`src/rtl/csr_unit.sv`:
```
// Machine-mode CSR file: trap/mret status, interrupt enables and pending,
// trap vectoring, and 64-bit performance counters with inhibit control.
module csr_unit #(
   parameter int XLEN    = 32,
   parameter int NUM_HPM = 2
) (
   input  logic               clk,
   input  logic               rst,
   input  logic [1:0]         csr_op,
   input  logic [11:0]        csr_addr,
   input  logic [XLEN-1:0]    csr_din,
   output logic [XLEN-1:0]    csr_dout,
   output logic               csr_illegal,
   input  logic               instret,
   input  logic [NUM_HPM-1:0] hpm_evt,
   input  logic               trap_req,
   input  logic [XLEN-1:0]    trap_cause,
   input  logic [XLEN-1:0]    trap_pc,
   input  logic [XLEN-1:0]    trap_val,
   input  logic               mret,
   input  logic               sw_irq,
   input  logic               tmr_irq,
   input  logic               ext_irq,
   output logic [XLEN-1:0]    trap_vector,
   output logic [XLEN-1:0]    epc,
   output logic               irq_pending
);
   localparam int NCNT = NUM_HPM + 2;
   localparam int IW   = (NCNT > 1) ? $clog2(NCNT) : 1;
   localparam logic [XLEN-1:0] IRQ_MASK = XLEN'(12'h888);
   localparam logic [XLEN-1:0] MISA = (XLEN'((XLEN == 32) ? 1 : 2) << (XLEN - 2)) | XLEN'(9'h100);
   // inhibit bits exist for cycle (0), instret (2) and each hpm counter; bit 1 is hardwired 0
   localparam logic [31:0] INH_MASK = 32'(((64'd1 << (NUM_HPM + 3)) - 64'd1) & ~64'h2);

   logic                  mie_b, mpie_b;
   logic [XLEN-1:0]       mie_r, mtvec_r, mscratch_r, mepc_r, mcause_r, mtval_r;
   logic [31:0]           inh_r;
   logic [NCNT-1:0][63:0] cnt;

   logic [XLEN-1:0] mstatus_v, mip_v, rdata, wval;
   logic            hit, eff, wen, cnt_hit, cnt_hi;
   logic [IW-1:0]   cidx;
   logic [NCNT-1:0] ev, inh_c;
   logic [63:0]     cnew;
   logic            unused;

   assign unused = ^{trap_pc[0], trap_cause[XLEN-2]};

   assign mstatus_v = XLEN'({2'b11, 3'b000, mpie_b, 3'b000, mie_b, 3'b000});
   assign mip_v     = XLEN'({ext_irq, 3'b000, tmr_irq, 3'b000, sw_irq, 3'b000});
   assign ev        = {hpm_evt, instret, 1'b1};

   for (genvar g = 0; g < NCNT; g++) begin : g_inh
      assign inh_c[g] = inh_r[(g == 0) ? 0 : g + 1];
   end

   // Counter address decode: Bxx low halves, B8x high halves (XLEN=32 only)
   always_comb begin
      cnt_hit = 1'b0;
      cnt_hi  = csr_addr[7];
      cidx    = '0;
      if (csr_addr[11:8] == 4'hB && csr_addr[6:5] == 2'b00 && (!csr_addr[7] || XLEN == 32)) begin
         if (csr_addr[4:0] == 5'd0) begin
            cnt_hit = 1'b1;
         end else if (csr_addr[4:0] == 5'd2) begin
            cnt_hit = 1'b1;
            cidx    = IW'(1);
         end else if (csr_addr[4:0] >= 5'd3 && int'(csr_addr[4:0]) <= NUM_HPM + 2) begin
            cnt_hit = 1'b1;
            cidx    = IW'(csr_addr[4:0] - 5'd1);
         end
      end
   end

   always_comb begin
      rdata = '0;
      hit   = 1'b1;
      case (csr_addr)
         12'hF11, 12'hF12, 12'hF13, 12'hF14: rdata = '0;
         12'h300: rdata = mstatus_v;
         12'h301: rdata = MISA;
         12'h304: rdata = mie_r;
         12'h305: rdata = mtvec_r;
         12'h320: rdata = XLEN'(inh_r);
         12'h340: rdata = mscratch_r;
         12'h341: rdata = mepc_r;
         12'h342: rdata = mcause_r;
         12'h343: rdata = mtval_r;
         12'h344: rdata = mip_v;
         default: begin
            hit = cnt_hit;
            if (cnt_hit)
               rdata = cnt_hi ? XLEN'(cnt[cidx][63:32]) : cnt[cidx][XLEN-1:0];
         end
      endcase
   end

   always_comb begin
      case (csr_op)
         2'b10:   wval = rdata | csr_din;
         2'b11:   wval = rdata & ~csr_din;
         default: wval = csr_din;
      endcase
   end

   always_comb begin
      cnew = cnt[cidx];
      if (XLEN == 64)  cnew        = 64'(wval);
      else if (cnt_hi) cnew[63:32] = wval[31:0];
      else             cnew[31:0]  = wval[31:0];
   end

   assign csr_dout    = rdata;
   assign eff         = (csr_op == 2'b01) || (csr_op != 2'b00 && csr_din != '0);
   assign csr_illegal = (csr_op != 2'b00) && (!hit || (eff && csr_addr[11:10] == 2'b11));
   assign wen         = eff && !csr_illegal && !trap_req && !mret;

   assign trap_vector = (mtvec_r[1:0] == 2'b01 && trap_cause[XLEN-1])
                      ? {mtvec_r[XLEN-1:2], 2'b00} + {trap_cause[XLEN-3:0], 2'b00}
                      : {mtvec_r[XLEN-1:2], 2'b00};
   assign epc         = mepc_r;
   assign irq_pending = mie_b && |(mip_v & mie_r);

   function automatic logic cause_ok(input logic [XLEN-1:0] c);
      logic [3:0] code;
      code = c[3:0];
      if (c[XLEN-2:4] != '0) return 1'b0;
      if (c[XLEN-1]) return code[0] && code <= 4'd11;
      return code <= 4'd9 || code == 4'd11 || code == 4'd12 || code == 4'd13 || code == 4'd15;
   endfunction

   always_ff @(posedge clk) begin
      if (rst) begin
         mie_b      <= 1'b0;
         mpie_b     <= 1'b0;
         mie_r      <= '0;
         mtvec_r    <= '0;
         mscratch_r <= '0;
         mepc_r     <= '0;
         mcause_r   <= '0;
         mtval_r    <= '0;
         inh_r      <= '0;
      end else if (trap_req) begin
         mepc_r   <= {trap_pc[XLEN-1:1], 1'b0};
         mcause_r <= trap_cause;
         mtval_r  <= trap_val;
         mpie_b   <= mie_b;
         mie_b    <= 1'b0;
      end else if (mret) begin
         mie_b  <= mpie_b;
         mpie_b <= 1'b1;
      end else if (wen) begin
         case (csr_addr)
            12'h300: begin
               mie_b  <= wval[3];
               mpie_b <= wval[7];
            end
            12'h304: mie_r      <= wval & IRQ_MASK;
            12'h305: mtvec_r    <= {wval[XLEN-1:2], wval[1] ? 2'b00 : wval[1:0]};
            12'h320: inh_r      <= wval[31:0] & INH_MASK;
            12'h340: mscratch_r <= wval;
            12'h341: mepc_r     <= {wval[XLEN-1:1], 1'b0};
            12'h342: if (cause_ok(wval)) mcause_r <= wval;
            12'h343: mtval_r    <= wval;
            default: ;
         endcase
      end
   end

   // A software write to either half wins over that cycle's increment
   always_ff @(posedge clk) begin
      for (int i = 0; i < NCNT; i++) begin
         if (rst)                                     cnt[i] <= '0;
         else if (wen && cnt_hit && cidx == IW'(i))   cnt[i] <= cnew;
         else if (ev[i] && !inh_c[i])                 cnt[i] <= cnt[i] + 64'd1;
      end
   end
endmodule
```
`config.mk`:
```
export PLATFORM = sky130hd
export DESIGN_NAME = csr_unit
export DESIGN_NICKNAME = d
export VERILOG_FILES = /design/src/rtl/csr_unit.sv
export SDC_FILE = /design/constraint.sdc
export NUM_CORES = 2
export LEC_CHECK = 0
export ABC_AREA = 0
export CAP_MARGIN = 20
export CORE_UTILIZATION = 64
export CTS_CLUSTER_SIZE = 30
export DETAILED_ROUTE_END_ITERATION = 16
export MAX_ROUTING_LAYER = met4
export PLACE_DENSITY = 0.91
export REMOVE_ABC_BUFFERS = 1
export SYNTH_ARGS = -nofsm -noshare
export SYNTH_HDL_FRONTEND = slang
export SYNTH_SLANG_ARGS = --single-unit
```
`constraint.sdc`:
```
create_clock -name clk -period 7.7 [get_ports clk]
set_input_delay 1.54 -clock clk [delete_from_list [all_inputs] [get_ports clk]]
set_output_delay 1.54 -clock clk [all_outputs]
set_load 0.02 [all_outputs]
```
After elaboration in Yosys (flattened, before gate mapping):

Cells that the tools add are included.

* register bits: 424
* bits in latches: 0
* bits in writable memories: 0
* memory bits (read-only): 0
* memories: 0

* add/subtract/negate cells: 6
* multipliers: 0
* divide/modulo/power cells: 0
* magnitude comparators: 5
* eq/ne operators: 30
* shift operators: 0
* multiplexer cells: 69
* bitwise logic cells: 6
* reductions and logical operators: 63

Operator list (count)
* 32-bit 2-to-1 mux: 18
* 64-bit 2-to-1 mux: 9
* 32-bit case mux with 11 select lines: 1
* 64-bit by 1-bit adder with 64-bit output (second input constant): 4
* 64-bit binary-select mux with 2-bit select: 1
* 12-bit by 10-bit equality test with 1-bit output (second input constant): 10
* 32-bit case mux with 2 select lines: 1
* 12-bit equality test (second input constant): 4
* 1-bit 2-to-1 mux: 35
* 32-bit adder: 1
* 32-bit AND: 1
* 32-bit inverter: 1
* 32-bit OR: 1
* 32-bit nonzero test: 1
* 32-bit OR reduction: 1
* 27-bit nonzero test: 1
* 2-bit nonzero test: 11
* 4-bit equality test (second input constant): 5
* 4-bit AND reduction: 5
* 1-bit logical AND: 19
* 14-bit OR reduction: 1
* 12-bit AND: 1
* 2-bit equality test (second input constant): 5
* 4-bit less-or-equal comparator (second input constant): 2
* 19 further kinds: 40

Logic depth before layout (Yosys ltp):

* depth in word-level cells: 38
* depth in mapped cells: 19

Worst setup path after synthesis:

Ideal clock, no wire load.

* path type: input to output
* start point: input port trap_cause[9]
* end point: output port trap_vector[28]
* data arrival time: 4.301 ns
* required time: 6.160 ns
* slack: 1.859 ns
* stages: 12
* path buffers: 0
* cells stage by stage: ha_1 a21o_1 a21o_1 a21oi_1 o21ai_0 a22o_1 a311oi_1 o21ai_0 a311oi_1 o21ai_0 xnor2_1 o21ai_0

* longest elaborated chain between the ends: 2

Ends and longest elaborated chain
* start: declaration: RTL line 17 `input logic [XLEN-1:0] trap_cause,`
* 32-bit adder: RTL line 119 `? {mtvec_r[XLEN-1:2], 2'b00} + {trap_cause[XLEN-3:0], 2'b00}`
* 32-bit 2-to-1 mux: RTL line 119
* end: declaration: RTL line 24 `output logic [XLEN-1:0] trap_vector,`

No other way between the ends.

Worst setup path after layout:

* start point: input port csr_addr[0]
* end point: output port csr_dout[15]

* longest elaborated chain between the ends: 11

Ends and longest elaborated chain
* start: declaration: RTL line 10 `input logic [11:0] csr_addr,`
* 5-bit by 2-bit greater-or-equal comparator with 1-bit output or 5-bit by 3-bit less-or-equal comparator with 1-bit output (tied branches): RTL line 68 `end else if (csr_addr[4:0] >= 5'd3 && int'(csr_addr[4:0]) <= NUM_HPM + 2) begin`
* 1-bit logical AND: RTL line 68
* 2-bit 2-to-1 mux: RTL line 68
* 2-bit 2-to-1 mux: RTL line 65 `end else if (csr_addr[4:0] == 5'd2) begin`
* 2-bit 2-to-1 mux: RTL line 63 `if (csr_addr[4:0] == 5'd0) begin`
* 2-bit 2-to-1 mux: RTL line 62 `if (csr_addr[11:8] == 4'hB && csr_addr[6:5] == 2'b00 && (!csr_addr[7] || XLEN == 32)) begin`
* 64-bit binary-select mux with 2-bit select: RTL line 93 `rdata = cnt_hi ? XLEN'(cnt[cidx][63:32]) : cnt[cidx][XLEN-1:0];`
* 64-bit 2-to-1 mux (implied by the code): RTL line 93
* 32-bit 2-to-1 mux: RTL line 93
* 32-bit 2-to-1 mux: RTL line 92 `if (cnt_hit)`
* 32-bit case mux with 11 select lines *: RTL line 78 `case (csr_addr)`
* end: declaration: RTL line 12 `output logic [XLEN-1:0] csr_dout,`

Mark *: on every way between the ends. The rest lies on a longest branch, timed or not. The select of a mux whose other input is x is not followed.

==> results by group <==
Hold path
  • Hold Path Depth: 2
  • HP Class: reg2reg

Finish
  • Share of cells above drive strength 1: 7.67%
  • Filler Cell Count: ~3,300
  • Layout area overhead: 15.9%
  • Non-Filler Instances: about 4,500
  • Final #Nets: ~4,000

Synth
  • FF+latch count, synth: around 420
  • Top-area cell type share of the netlist area: a little under a third
  • Netlist cell types: 99
  • Synth area leaders: dfxtp_1 (30%), a211oi_1 (9.6%), nor2_1 (7.9%)
  • Post-synthesis sequential area ratio: 30.1%
  • Warnings, synthesis: 0
  • Dominant synthesized flop cell: dfxtp_1
  • Cell taking the most area after synthesis: dfxtp_1
  • Leading cell types by count after synthesis: nor2_1 (594), dfxtp_1 (423), nand2_1 (383)
  • Mux cell area share after synthesis: 2.55%
  • Simple logic cell fraction of the synthesized area: 24.3%
  • Post-synth EDFFs: 0
  • Top-count cell post-synth: nor2_1
  • Compound-cell area share of the yosys netlist: a little over a quarter
  • Post-synthesis cell count: 3,725
  • Post-Synth Adder-Cell Area: 1.72%
  • Post-Synth XOR/XNOR Area: 8.49%
  • Mapped Avg Cell Area: 7.56 sq um
  • Mapped cell area: 28,200 sq um
  • Main combinational cell family by area after synthesis: compound AO/OA/AOI/OAI gates
  • Ys async rst share: 0%

STA
  • Final WS setup: 156 ps
  • Final setup vio count: 0
  • Post-route minimum period: 7540 ps
  • Final hold vios: 0
  • Period utilization: 98.0%
  • Hold_ws: about 460 ps
  • Fmax: 133 MHz
  • Skew final: 24.9 ps
  • RSZ-0062 raised after global routing: no
  • Worst-margin pin slew: ~1200 ps
  • Max_slew headroom: roughly 20%
  • Setup tns final: 0 ps
  • Slew Viols, Final: 0

Worst setup path
  • Startpoint Class: input port
  • Worst endpoint required time: 6160 ps
  • Crit path max-delay family: simple AND/OR/NAND/NOR gates
  • Cell count of the worst reg-to-reg path: 12
  • Worst Path Max Fanout: 15
  • CP bufs+invs: 4
  • Critical-path top delay cell: o32ai_1
  • Crit-path max cell delay: between 600 and 700 ps
  • CP arrival: 6000 ps
  • Most common cell on crit path: clkdlybuf4s50_1
  • WS Path Type: in2out
  • Setup crit end kind: primary output
  • Critical path cell sequence: clkdlybuf4s50_1, inv_1, ha_1, nor2b_4, or3_4, nor3_4, buf_4, nand2_1, and3_1, o32ai_1, or2_2, clkdlybuf4s50_1
  • Crit. path cell count: 12

GRT
  • First-pass GRT wire length: around 170,000 um
  • Total GRT Usage: 51.1%
  • Vias in the first global route: 28,111
  • Largest net degree at the start of global routing: roughly 160
  • Antenna violations before repair: 12
  • Total gr overflow: 0

Clock network
  • CTS tree: done
  • Root buffer cell: clkbuf_16
  • CTS sink count: between 400 and 500
  • CTS clk-pin slew, worst paths: around 60 ps
  • Max clock buf depth: 3
  • Htree depth: 2
  • Clock latency on the worst-skew pair: 600 ps
  • Resize count post-CTS: 0
  • Clock buffers created by TritonCTS: 48
  • Cts hold-fix bufs: 0
  • Post-CTS Setup Bufs: 0

Detailed routing
  • Metal2 WL: approximately 47,000 um
  • DRT iter0 DRCs: 5,393
  • Final wirelength: 116,000 um
  • Drt wl/cell: 26.0 um
  • Metal-1 WL: 41,300 um
  • Antenna viol nets, final: 0
  • Highest Signal Layer: met4
  • Drt drc: 0
  • Vias post-DR: roughly 32,000
  • DR WL met3: about 18,000 um
  • TritonRoute pass-1 iters: 6
  • Mean number of vias per cell: between 7 and 8

Placed design
  • PortBufs: 245
  • Pre-CTS setup slack: 367 ps
  • Inst Count DP: 4,355
  • Routability congestion estimate: 1.01
  • Dpl hpwl: about 80,000 um

Power
  • Power density cells: 162 nW/um^2
  • Total power: 5.30 mW
  • Maximum vdd ir drop: 194 uV
  • P_leak: 10.9 nW

Flow run
  • # Max-Cap Violations: 0

Floorplanning
  • Starting Density: about two thirds
  • Die extent in x: 212 um
  • Placement row count: 76
  • Full die area: 44,800 sq um
  • # IOs: 250
  • Core ar.: roughly 43,000 sq um
  • Die height: 212 um

Outcome
  • Status: complete, no violations
## cells in the final DEF (no fill, tap or decap), types with 39 or more instances in the layout
| cell | instances |
|---|---|
| a21oi_1 | 215 |
| nand3_1 | 152 |
| o21ai_0 | 85 |
| inv_1 | 86 |
| xor2_1 | 72 |
| a22oi_1 | 39 |
| a31oi_1 | 43 |
| xnor2_1 | 201 |
| and3_1 | 77 |
| clkdlybuf4s50_1 | 242 |
| buf_4 | 99 |
| a211oi_1 | 358 |
| nand2_1 | 382 |
| dfxtp_1 | 423 |
| clkbuf_16 | 49 |
| nand4_1 | 63 |
| nor2_1 | 594 |
| nor3_1 | 41 |
## power breakdown
| part | internal, mW | switching [mW] | total, mW |
|---|---|---|---|
| combinational | 0.199 | 0.394 | 0.593 |
| clock | 1.47 | 0.991 | 2.46 |
| sequential | 2.22 | 0.0300 | 2.25 |
## final timing paths
kind                  from             to  slack (ps)
max            csr_addr[0]   csr_dout[15]         160
max reg2reg     mtvec_r[3]    mcause_r[2]        3510
min          mscratch_r[5]  mscratch_r[5]         460
min reg2reg  mscratch_r[5]  mscratch_r[5]         460
## final cells by class
type                            count  area, sq um  area share [%]
Multi-Input combinational cell   2909        18100            55.4
Antenna cell                       14         35.0           0.107
Tap cell                          585          732            2.24
Inverter                           88          330            1.01
Timing Repair Buffer              351         3330            10.2
Clock inverter                     21          263           0.805
Clock buffer                       66         1400            4.29
Sequential cell                   423         8470            25.9
## cell families after synthesis
logic type | Yosys count
adders and majority gates | 38
AOI/OAI and AO/OA | 1054
buffers and inverters | 395
DFF | 423
xor gates and xnor gates | 273
and+or+nand+nor | 1487
other | 1
muxes | 54
## state kept, by name (all words and copies together), names as in the netlist
signal	flops
mpie_b	1
epc	31
mtval_r	32
mie_b	1
mscratch_r	32
mie_r	3
cnt	256
inh_r	4
mcause_r	32
mtvec_r	31
## routing by layer
metal | up-vias | track usage [%]
met5 | - | -
met4 | 0 | 32.1
met3 | 711 | 15.1
met2 | 2718 | 73.2
met1 | 14413 | 62.6
li1 | 13770 | -
## tightest hold or removal path: stages (launching register included)
cell and delay [ps]:
dfxtp_1 310, nand2_1 50, a21oi_1 50
## metrics by stage
step                      utilization, %  cell area (sq um)
after global placement              71.5              30900
final                               75.4              32600
after detailed placement            71.5              30900
after floorplan                        -              26800
after global routing                75.4              32600
after CTS                           75.4              32600
No activity file was read; power rests on OpenSTA's default activity.
